**src/rtl/seven_seg_scan_driver.sv**
```systemverilog
// -----------------------------------------------------------------------------
// seven_seg_scan_driver
//
// Time-multiplexed driver for NUM_DIGITS hex seven-segment digits that share
// one segment bus. A refresh prescaler advances a digit scan counter once per
// REFRESH_DIV clocks. New display values are captured into a shadow buffer and
// promoted to the display register only when the scan wraps back to digit 0,
// so a frame never mixes old and new digits.
//
// Handshake: load_i is a single-cycle strobe with no back-pressure. Every
// cycle where load_i=1 overwrites the shadow buffer, so the last load before
// a wrap is the one that gets displayed. pending_o reports that the shadow
// buffer holds data the display has not yet taken.
//
// Optional feature (compile-time macro):
//   LEADING_ZERO_SUPPRESS_EN - blank digits above the most-significant non-zero
//                              nibble; digit 0 is never suppressed.
//
// Ports:
//   clk_i          system clock, all logic on the rising edge
//   rst_i          synchronous, active-high reset
//   value_i        nibble k = value_i[4k+3:4k] drives digit k (k=0 rightmost)
//   load_i         strobe: capture value_i and blank_mask_i into the shadow
//   blank_mask_i   bit k=1 shows digit k with all segments off
//   seg_o          {g,f,e,d,c,b,a}, polarity set by ACTIVE_LOW
//   dig_en_o       one-hot digit select, polarity set by ACTIVE_LOW
//   pending_o      shadow holds data not yet displayed
//   frame_done_o   one-cycle pulse after the scan wraps to digit 0
// -----------------------------------------------------------------------------
module seven_seg_scan_driver #(
    parameter int NUM_DIGITS  = 4,
    parameter int REFRESH_DIV = 50000,
    parameter int ACTIVE_LOW  = 1
) (
    input  logic                    clk_i,
    input  logic                    rst_i,
    input  logic [4*NUM_DIGITS-1:0] value_i,
    input  logic                    load_i,
    input  logic [NUM_DIGITS-1:0]   blank_mask_i,
    output logic [6:0]              seg_o,
    output logic [NUM_DIGITS-1:0]   dig_en_o,
    output logic                    pending_o,
    output logic                    frame_done_o
);

    localparam int DIV_W = $clog2(REFRESH_DIV);
    localparam int IDX_W = (NUM_DIGITS > 1) ? $clog2(NUM_DIGITS) : 1;
    localparam int VAL_W = 4 * NUM_DIGITS;
    localparam int BUF_W = 5 * NUM_DIGITS;

    localparam logic [DIV_W-1:0] DIV_MAX = DIV_W'(REFRESH_DIV - 1);
    localparam logic [IDX_W-1:0] IDX_MAX = IDX_W'(NUM_DIGITS - 1);

    // XOR masks that convert active-high patterns to pin polarity; they are
    // also the "all off" pin values.
    localparam logic [6:0]            SEG_POL = (ACTIVE_LOW != 0) ? 7'h7F : 7'h00;
    localparam logic [NUM_DIGITS-1:0] DIG_POL = (ACTIVE_LOW != 0) ? {NUM_DIGITS{1'b1}}
                                                                  : {NUM_DIGITS{1'b0}};

    // Buffers hold {blank_mask, value}.
    logic [DIV_W-1:0]      div_cnt_q, div_cnt_d;
    logic [IDX_W-1:0]      idx_q, idx_d;
    logic [BUF_W-1:0]      disp_q, disp_d;
    logic [BUF_W-1:0]      shadow_q, shadow_d;
    logic                  pending_q, pending_d;
    logic                  frame_done_q, frame_done_d;
    logic [6:0]            seg_q, seg_d;
    logic [NUM_DIGITS-1:0] dig_en_q, dig_en_d;

    logic                  tick;
    logic                  wrap;
    logic [VAL_W-1:0]      disp_val;
    logic [NUM_DIGITS-1:0] disp_mask;
    logic [NUM_DIGITS-1:0] lz_blank;
    logic [3:0]            cur_nib;
    logic                  cur_blank;
    logic [NUM_DIGITS-1:0] dig_onehot;

    function automatic logic [6:0] hex_decode(input logic [3:0] nib);
        logic [6:0] s;
        unique case (nib)
            4'h0: s = 7'h3F;
            4'h1: s = 7'h06;
            4'h2: s = 7'h5B;
            4'h3: s = 7'h4F;
            4'h4: s = 7'h66;
            4'h5: s = 7'h6D;
            4'h6: s = 7'h7D;
            4'h7: s = 7'h07;
            4'h8: s = 7'h7F;
            4'h9: s = 7'h6F;
            4'hA: s = 7'h77;
            4'hB: s = 7'h7C;
            4'hC: s = 7'h39;
            4'hD: s = 7'h5E;
            4'hE: s = 7'h79;
            default: s = 7'h71;
        endcase
        return s;
    endfunction

    assign tick = (div_cnt_q == DIV_MAX);
    // The wrap tick is the tick taken on the last digit; buffer swaps happen here.
    assign wrap = tick && (idx_q == IDX_MAX);

    assign disp_val  = disp_q[VAL_W-1:0];
    assign disp_mask = disp_q[BUF_W-1:VAL_W];

    // Digit selection and decode of the currently scanned digit.
    always_comb begin
`ifdef LEADING_ZERO_SUPPRESS_EN
        logic upper_zero;
        upper_zero = 1'b1;
`endif
        lz_blank   = '0;
        cur_nib    = 4'h0;
        cur_blank  = 1'b0;
        dig_onehot = '0;
`ifdef LEADING_ZERO_SUPPRESS_EN
        // Walk down from the top digit: a digit is suppressed while it and
        // every digit above it are zero. Digit 0 is left out on purpose.
        for (int k = NUM_DIGITS - 1; k >= 1; k--) begin
            upper_zero  = upper_zero & (disp_val[4*k +: 4] == 4'h0);
            lz_blank[k] = upper_zero;
        end
`endif
        for (int k = 0; k < NUM_DIGITS; k++) begin
            if (idx_q == IDX_W'(k)) begin
                cur_nib       = disp_val[4*k +: 4];
                cur_blank     = disp_mask[k] | lz_blank[k];
                dig_onehot[k] = 1'b1;
            end
        end
        // Blanked digits keep their enable so scan timing does not change.
        seg_d    = (cur_blank ? 7'h00 : hex_decode(cur_nib)) ^ SEG_POL;
        dig_en_d = dig_onehot ^ DIG_POL;
    end

    // Prescaler, scan counter and double buffer next state.
    always_comb begin
        div_cnt_d    = tick ? '0 : div_cnt_q + DIV_W'(1);
        idx_d        = idx_q;
        disp_d       = disp_q;
        shadow_d     = shadow_q;
        pending_d    = pending_q;
        frame_done_d = wrap;

        if (tick) begin
            idx_d = (idx_q == IDX_MAX) ? '0 : idx_q + IDX_W'(1);
        end

        if (load_i) begin
            shadow_d = {blank_mask_i, value_i};
        end

        if (wrap && load_i) begin
            // A load coinciding with the wrap goes straight to the display.
            disp_d    = {blank_mask_i, value_i};
            pending_d = 1'b0;
        end else if (wrap && pending_q) begin
            disp_d    = shadow_q;
            pending_d = 1'b0;
        end else if (load_i) begin
            pending_d = 1'b1;
        end
    end

    always_ff @(posedge clk_i) begin
        if (rst_i) begin
            div_cnt_q    <= '0;
            idx_q        <= '0;
            disp_q       <= '0;
            shadow_q     <= '0;
            pending_q    <= 1'b0;
            frame_done_q <= 1'b0;
            seg_q        <= SEG_POL;
            dig_en_q     <= DIG_POL;
        end else begin
            div_cnt_q    <= div_cnt_d;
            idx_q        <= idx_d;
            disp_q       <= disp_d;
            shadow_q     <= shadow_d;
            pending_q    <= pending_d;
            frame_done_q <= frame_done_d;
            seg_q        <= seg_d;
            dig_en_q     <= dig_en_d;
        end
    end

    assign seg_o        = seg_q;
    assign dig_en_o     = dig_en_q;
    assign pending_o    = pending_q;
    assign frame_done_o = frame_done_q;

endmodule

```
**config.mk**
```make
export PLATFORM = sky130hd
export DESIGN_NAME = seven_seg_scan_driver
export DESIGN_NICKNAME = d
export VERILOG_FILES = /design/src/rtl/seven_seg_scan_driver.sv
export SDC_FILE = /design/constraint.sdc
export NUM_CORES = 1
export LEC_CHECK = 0
export CORE_MARGIN = 5
export CORE_UTILIZATION = 45
export DETAILED_ROUTE_END_ITERATION = 6
export MAX_ROUTING_LAYER = met4
export PLACE_DENSITY = 0.71
export SETUP_SLACK_MARGIN = 0.02
export SLEW_MARGIN = 15
export SYNTH_ARGS = -nofsm -noshare
export SYNTH_HDL_FRONTEND = slang
export SYNTH_SLANG_ARGS = --single-unit
```
**constraint.sdc**
```tcl
create_clock -name clk_i -period 3.4 [get_ports clk_i]
set_input_delay 0.68 -clock clk_i [delete_from_list [all_inputs] [get_ports clk_i]]
set_output_delay 0.68 -clock clk_i [all_outputs]
set_load 0.005 [all_outputs]
```
# Yosys cells after proc, flatten, opt, wreduce, memory -nomap -nowiden
# Memory sizes are Yosys's and may differ from the RTL's.
# Cells that the tools add are included.
# word_totals
reg_bits,71
mem_bits_ro,112
out_inout_bits,13
elab_cells,40
n_memories,1
# classes
n_addsub,2
eq_ne,4
mux,16
n_bitwise,2
reduce_logical,7
# mem_list
memory,words,width,read_ports,rd_ports_with_merged_regs,write_ports,line,rtl
(no name shown),16,7,1,0,0,81,unique case (nib)
# ops
op,count
$mux 20,2
$add 16x1->16 const B,1
$eq 16x16->1 const B,1
$mux 4,4
$mux 1,8
$mux 7,1
$not 7->7,1
$eq 2x2->1 const B,2
$not 4->4,1
$logic_and 1x1->1,3
$reduce_or 3->1,1
$add 2x1->2 const B,1
$eq 2x1->1 const B,1
$logic_not 2->1,1
$mux 2,1
$reduce_bool 2->1,1
$reduce_or 2->1,1

# Longest topological paths before layout
# Gate-level depths: netlist of the first run.
# An unclocked memory read counts as a cell.
# depth
ltp_word,8
depth_mapped,11
mapped_depth_nobuf,10

# Worst setup path after synthesis of the first run
# OpenSTA, ideal clock, no wires.
# synth_path
kind,register to register
start,reg idx_q[0]
end,reg seg_q[5] (netlist: seg_o[5])
setup_ps,164
arrival_ps,1930
t_required_ps,3236
slack_ps,1306
stages_incl_launch_ff,10
period_less_slack_ps,2094
cell_sequence,dfxtp_1 -> ha_1 -> buf_2 -> a211oi_1 -> a211o_1 -> inv_1 -> ha_1 -> mux2_2 -> nand2_1 -> o211ai_1
# synth_via
elab_chain_cells,8
word_cells_on_any_way,15
# synth_lines
item,line,rtl
"start, declared",62,"logic [IDX_W-1:0] idx_q, idx_d;"
"start signal, assigned",180,idx_q <= idx_d;
$logic_not 2->1,128,if (idx_q == IDX_W'(k)) begin
$mux 4 (4 in a row),128,
$mem_v2 16x7,-,
$mux 7 *,135,seg_d = (cur_blank ? 7'h00 : hex_decode(cur_nib)) ^ SEG_POL;
$not 7->7 (no line) *,-,
"end signal, assigned",185,seg_q <= seg_d;
"end, declared",67,"logic [6:0] seg_q, seg_d;"
# Every way passes the cells marked *; elsewhere a longest branch is shown, timed or not.
# A chain may end at the register's enable or synchronous reset.

# Worst setup path after layout of the first run
# layout_path
start,reg idx_q[0]
end,reg seg_q[0] (netlist: seg_o[0])
# Same word-level chain as after synthesis.

==> flow_summary.toml, run 1 <==
[outcome]
status = "finished, final reports clean"

[global_routing]
grt_pass1_vias = 2120
grtUsageMet1_pct = 16.6
grt_use_met2_pct = 23.2
grt-ovfl-total = 0
grt_busiest_layer = "met2"
grt_pass1_wl_um = 9530
groute.layer.met3.usage_pct = 4.02
grt_max_degree = 46
grt_antenna_before_repair = 0
grtUsageTotal_pct = 14.3

[logic_synthesis]
synthSimpleGateAreaFrac_pct = 18.8
yosysMostFrequentCell = "dfxtp_1"
synth_top_family_by_area = "simple AND/OR/NAND/NOR gates"
async_flop_share_pct = 0
ys_seq_area_share_pct = 45.8
synth_seq_cells = 71
synth-xor-area-share_pct = 3.95
synth.top_cell.area_share_pct = 45.8
yosysTopAreaCell = "dfxtp_1"
synth_commonest_cells = "dfxtp_1 (71), nor2_1 (64), mux2i_1 (22)"
syn-num-nets = 347
synthTopCellsByArea = "dfxtp_1 (46%), nor2_1 (7.7%), mux2i_1 (7.1%)"
ys_types = 39
synth-adder-area-share_pct = 4.44
muxShareOfSynthArea_pct = 7.82
synth_compound_area_share_pct = 15.0
synthesis.area_mm2 = 0.00310
yosys_warnings = 0
syn_area_per_cell_um2 = 9.91
synthCells = 313
synth_edf_count = 0
synth_ff_type = "dfxtp_1"

[route]
wl_per_cell_um = 13.0
vias = 2173
first_pass_iters = 4
ant_nets = 0
drc_errors = 0
drt_wl_total_um = 5550
vias_per_cell = 5.08
drt_iter0_markers = 75

[min_path]
hold_end = "div_cnt_q[0]"
hp-class = "reg2reg"
hp-start = "div_cnt_q[0]"
hold_path_depth = 1

[cts]
cts_root_buf = "clkbuf_8"
cts_max_path_buffers = 2
h-tree-depth = 3
cts_tree = "built"
cts_buffers = 9
clk_transition_reported_paths_ps = 70
cts_hold_buf = 0
clk_latency_ps = 330
cts_sinks = 71
cts_resized = 0
cts_setup_buffers = 0

[power_and_ir_drop]
p_per_area_mw_per_mm2 = 434
ir_drop_v = 0.000169
p_sw_share_pct = 21.7
comb_power_share_pct = 6.6
p_switching_uw = 344
clkPwrFrac_pct = 39.1
p_seq_share_pct = 54.4
leakagePower_nw = 1.41
p_int_mw = 1.24

[setup_path]
crit_type = "reg2reg"
worst-r2r-cell-count = 6
crit_path_end_kind = "flop"
crit_required_ps = 3650
reg2reg_to = "seg_o[0]"
rrSetupSlack_ps = 950
worst_setup_path_start_kind = "flop"
timing.rr.start = "idx_q[0]"
crit_fanout = 16
worst_ep_arrival_time_ps = 2700

[sta]
fmax_mhz = 408
finClkSkew_ps = 9.34
finalSetupTns_ps = 0
finalCritPeriodShare_pct = 72.1
rsz0062_at_grt = "no"
hold_slack_ps = 470
setup_viol = 0
min_period_ps = 2450
tightest_slew_ps = 1010
hold_viol = 0
slew_violations = 0
relSlewSlack_pct = 32.8

[final_layout]
nNetsFinal = 378
area_growth_pct = 17.7
antenna_cells = 0
drive_gt1_share_pct = 11.5

[place]
gp_congestion = 0.813
post-dp-hpwl_um = 3920
io_buffers = 35

[flow_run]
cap_violations = 0

[die]
row_count = 30
ios = 36
die_w_um = 93.0
start_util_pct = 45.9
die_area_mm2 = 0.00866
die_h_um = 93.0
placeableCoreArea_mm2 = 0.00676
[worst max path at each step]
stage             start  endpoint  slack (ps)
2_1_floorplan  idx_q[0]  seg_o[5]        1310
3_3_place_gp      rst_i  seg_o[3]        1040
3_5_place_dp      rst_i  seg_o[3]         950
4_1_cts        idx_q[0]  seg_o[0]         920
5_1_grt        idx_q[1]  seg_o[0]         680
6_report       idx_q[0]  seg_o[0]         950
[registers in the layout (all words and copies together), names as in the netlist]
signal and count:
div_cnt_q 16, pending_o 1, shadow_q 20, seg_o 7, disp_q 20, idx_q 2, frame_done_o 1, dig_en_o 4
[cells in the final DEF (no fill, tap or decap), types with 2 or more instances in the layout]
cell type	count
and4bb_2	2
o21ai_0	3
a211oi_1	2
and3_1	6
clkinv_2	2
nor2b_1	4
nand3_1	5
xor2_1	7
nand2_1	13
inv_1	10
nand3b_1	3
o221ai_1	2
clkbuf_1	2
clkbuf_8	9
nand2b_1	6
mux2_2	2
clkdlybuf4s50_1	34
mux2i_1	22
buf_4	2
a21oi_1	8
ha_1	11
xnor2_1	7
nor3_1	2
a211oi_2	15
nor3b_1	4
a22o_1	11
nand4_1	3
a311oi_2	2
nor2_1	64
dfxtp_1	71
o211ai_1	2
[layout make-up]
class / count / area (um^2)
well taps: 80 / 100
clock inverters: 4 / 47.5
repair buffers: 37 / 360
multi-input cells: 215 / 1550
clock buffers: 11 / 131
fillers: 595 / 3110
inverters: 10 / 37.5
flip-flops and latches: 71 / 1420
[per-stage QoR]
step / utilization [%] / power (mW) / cell area (um^2) / std cells / worst slack [ps]
finish: 54.0 / 1.58 / 3650 / 428 / 949
detailed placement: 51.4 / 0.986 / 3470 / 413 / 953
floorplan: - / 0.939 / 3100 / 313 / 1310
CTS: 54.0 / 1.60 / 3650 / 428 / 922
global placement: 51.4 / 0.984 / 3470 / 413 / 1040
global route: 54.0 / 1.66 / 3650 / 428 / 676
[per-layer routing]
| layer | part of all wire, % | vias up | wire length [um] |
|---|---|---|---|
| met5 | 0 | - | 0 |
| met2 | 47 | 37 | 2640 |
| met1 | 46 | 980 | 2570 |
| met4 | 2.2 | 0 | 120 |
| li1 | - | 1146 | - |
| met3 | 4.2 | 10 | 231 |
[power groups by stage]
stage               logic [mW]  registers, mW  clock network, mW
floorplan               0.0582          0.880                  0
global placement         0.104          0.881                  0
detailed placement       0.105          0.881                  0
CTS                      0.105          0.862              0.635
global route             0.114          0.864              0.680
finish                   0.104          0.862              0.619
[cells by family (layout without fill, tap and decap cells)]
group / after synthesis / after routing
flops: 71 / 71
fa+ha+maj: 11 / 11
buf+inv: 27 / 62
xor+xnor: 14 / 14
mux: 24 / 24
compound gates: 51 / 51
simple gates: 115 / 115
[critical path, stage by stage, from the launching register on]
cell	delay (ps)
dfxtp_1	400
ha_1	490
nor2_1	160
a311oi_2	680
nand2_1	230
nor3b_1	220
o31ai_1	190
No activity file was read; power rests on OpenSTA's default activity.
==> run 2: changes to the inputs <==
- clock period: 3.4 -> 2.4 ns (I/O delays scaled with it)
==> flow_summary.toml, run 2 (synthesized netlist as in run 1, its figures left out) <==
[sta]
setup_viol = 0
tightest_slew_ps = 583
rsz0062_at_grt = "no"
finalCritPeriodShare_pct = 92.2
hold_slack_ps = 461
fmax_mhz = 452
hold_viol = 0
min_period_ps = 2210
finClkSkew_ps = 6.41
relSlewSlack_pct = 61.1
finalSetupTns_ps = 0
slew_violations = 0

[final_layout]
drive_gt1_share_pct = 14.4
antenna_cells = 0
nNetsFinal = 383
fillers = 591
reg.largest.list = "disp_q: 20 flops, shadow_q: 20 flops, div_cnt_q: 16 flops"
utilization_pct = 56.1
layout_common_cells = "dfxtp_1 (71), nor2_1 (64), clkdlybuf4s50_1 (34), mux2i_1 (22), a211oi_2 (15)"
area_growth_pct = 22.1
final_cell_area_mm2 = 0.00379
final_common_cell = "dfxtp_1"
fin_cells = 433

[route]
vias = 2284
ant_nets = 0
first_pass_iters = 4
wl_per_cell_um = 13.3
drt_wl_total_um = 5740
vias_per_cell = 5.27
drc_errors = 0
drt_iter0_markers = 103

[power_and_ir_drop]
p_per_area_mw_per_mm2 = 665
ir_drop_v = 0.000335
leakagePower_nw = 1.46

[die]
row_count = 30
die_h_um = 93.0
start_util_pct = 45.9
die_area_mm2 = 0.00866
placeableCoreArea_mm2 = 0.00676
ios = 36
die_w_um = 93.0

[place]
placed_cell_area_mm2 = 0.00353
post-dp-hpwl_um = 4080
io_buffers = 35
dp_cells = 418
gp_congestion = 0.838

[global_routing]
grt-ovfl-total = 0
grt_antenna_before_repair = 0
grtUsageTotal_pct = 15.1
grt_pass1_vias = 2290
grt_max_degree = 31
grt_pass1_wl_um = 10100

[flow_run]
cap_violations = 0

[cts]
cts_resized = 0
cts_max_path_buffers = 2
h-tree-depth = 3
cts_root_buf = "clkbuf_8"
cts_setup_buffers = 0
cts_sinks = 71
clk_transition_reported_paths_ps = 70
clk_latency_ps = 340
cts_buffers = 9
cts_hold_buf = 0
cts_tree = "built"

[setup_path]
crit_fanout = 16
worst_setup_path_start_kind = "flop"
crit_required_ps = 2660
crit_path_end_kind = "flop"
crit_type = "reg2reg"
worst_ep_arrival_time_ps = 2480

[outcome]
status = "finished, final reports clean"

[min_path]
hp-class = "reg2reg"
==> run 2: changes by cell type in the layout (fill, tap and decap cells not counted), moves of 2 or more <==
cell,previous run,this run
buf_12,0,2
buf_4,2,5
bufinv_16,1,3
clkbuf_1,2,0
clkinv_2,2,0
ha_1,11,7
ha_2,0,4
==> run 2: layout make-up <==
cell class	count	area, um^2	area share (%)
clock buffer	10	138	3.63
clock inverter	5	106	2.81
inverter	10	37.5	0.991
multi-input combinational	215	1560	41.2
sequential	71	1420	37.5
tap	80	100	2.64
timing repair buffer	42	423	11.2
==> run 2: through the flow <==
step / setup WS (ps) / power [mW]
2_1_floorplan: 306 / 1.33
3_3_place_gp: 256 / 1.40
3_5_place_dp: 123 / 1.41
4_1_cts: 44.6 / 2.56
5_1_grt: 32.4 / 2.63
6_report: 188 / 2.52
==> run 2: critical path: stages (launching register included) <==
cell	delay [ps]
dfxtp_1	410
ha_2	380
a211oi_1	90
a211o_1	420
ha_1	380
mux2i_1	100
and3_1	210
a31oi_1	140
==> run 2: report_power, final <==
part           switching (mW)  internal (mW)
Clock                   0.430          0.714
Sequential             0.0123           1.21
Combinational          0.0715         0.0827
Total                   0.514           2.01
==> run 2: path summary, 6_finish.rpt <==
| kind | start | endpoint | slack (ps) | cells past startpoint |
|---|---|---|---|---|
| max reg2reg | idx_q[0] | seg_o[3] | 190 | 7 |
| max | idx_q[0] | seg_o[3] | 190 | 7 |
| min | div_cnt_q[0] | div_cnt_q[0] | 460 | 1 |
| min reg2reg | div_cnt_q[0] | div_cnt_q[0] | 460 | 1 |
==> run 2: routing by layer <==
layer	track usage (%)	up-vias	routed length, um
met3	5.31	9	364
li1	-	1155	-
met4	5.37	0	85
met5	-	-	0
met2	26.8	48	2900
met1	15.5	1072	2390
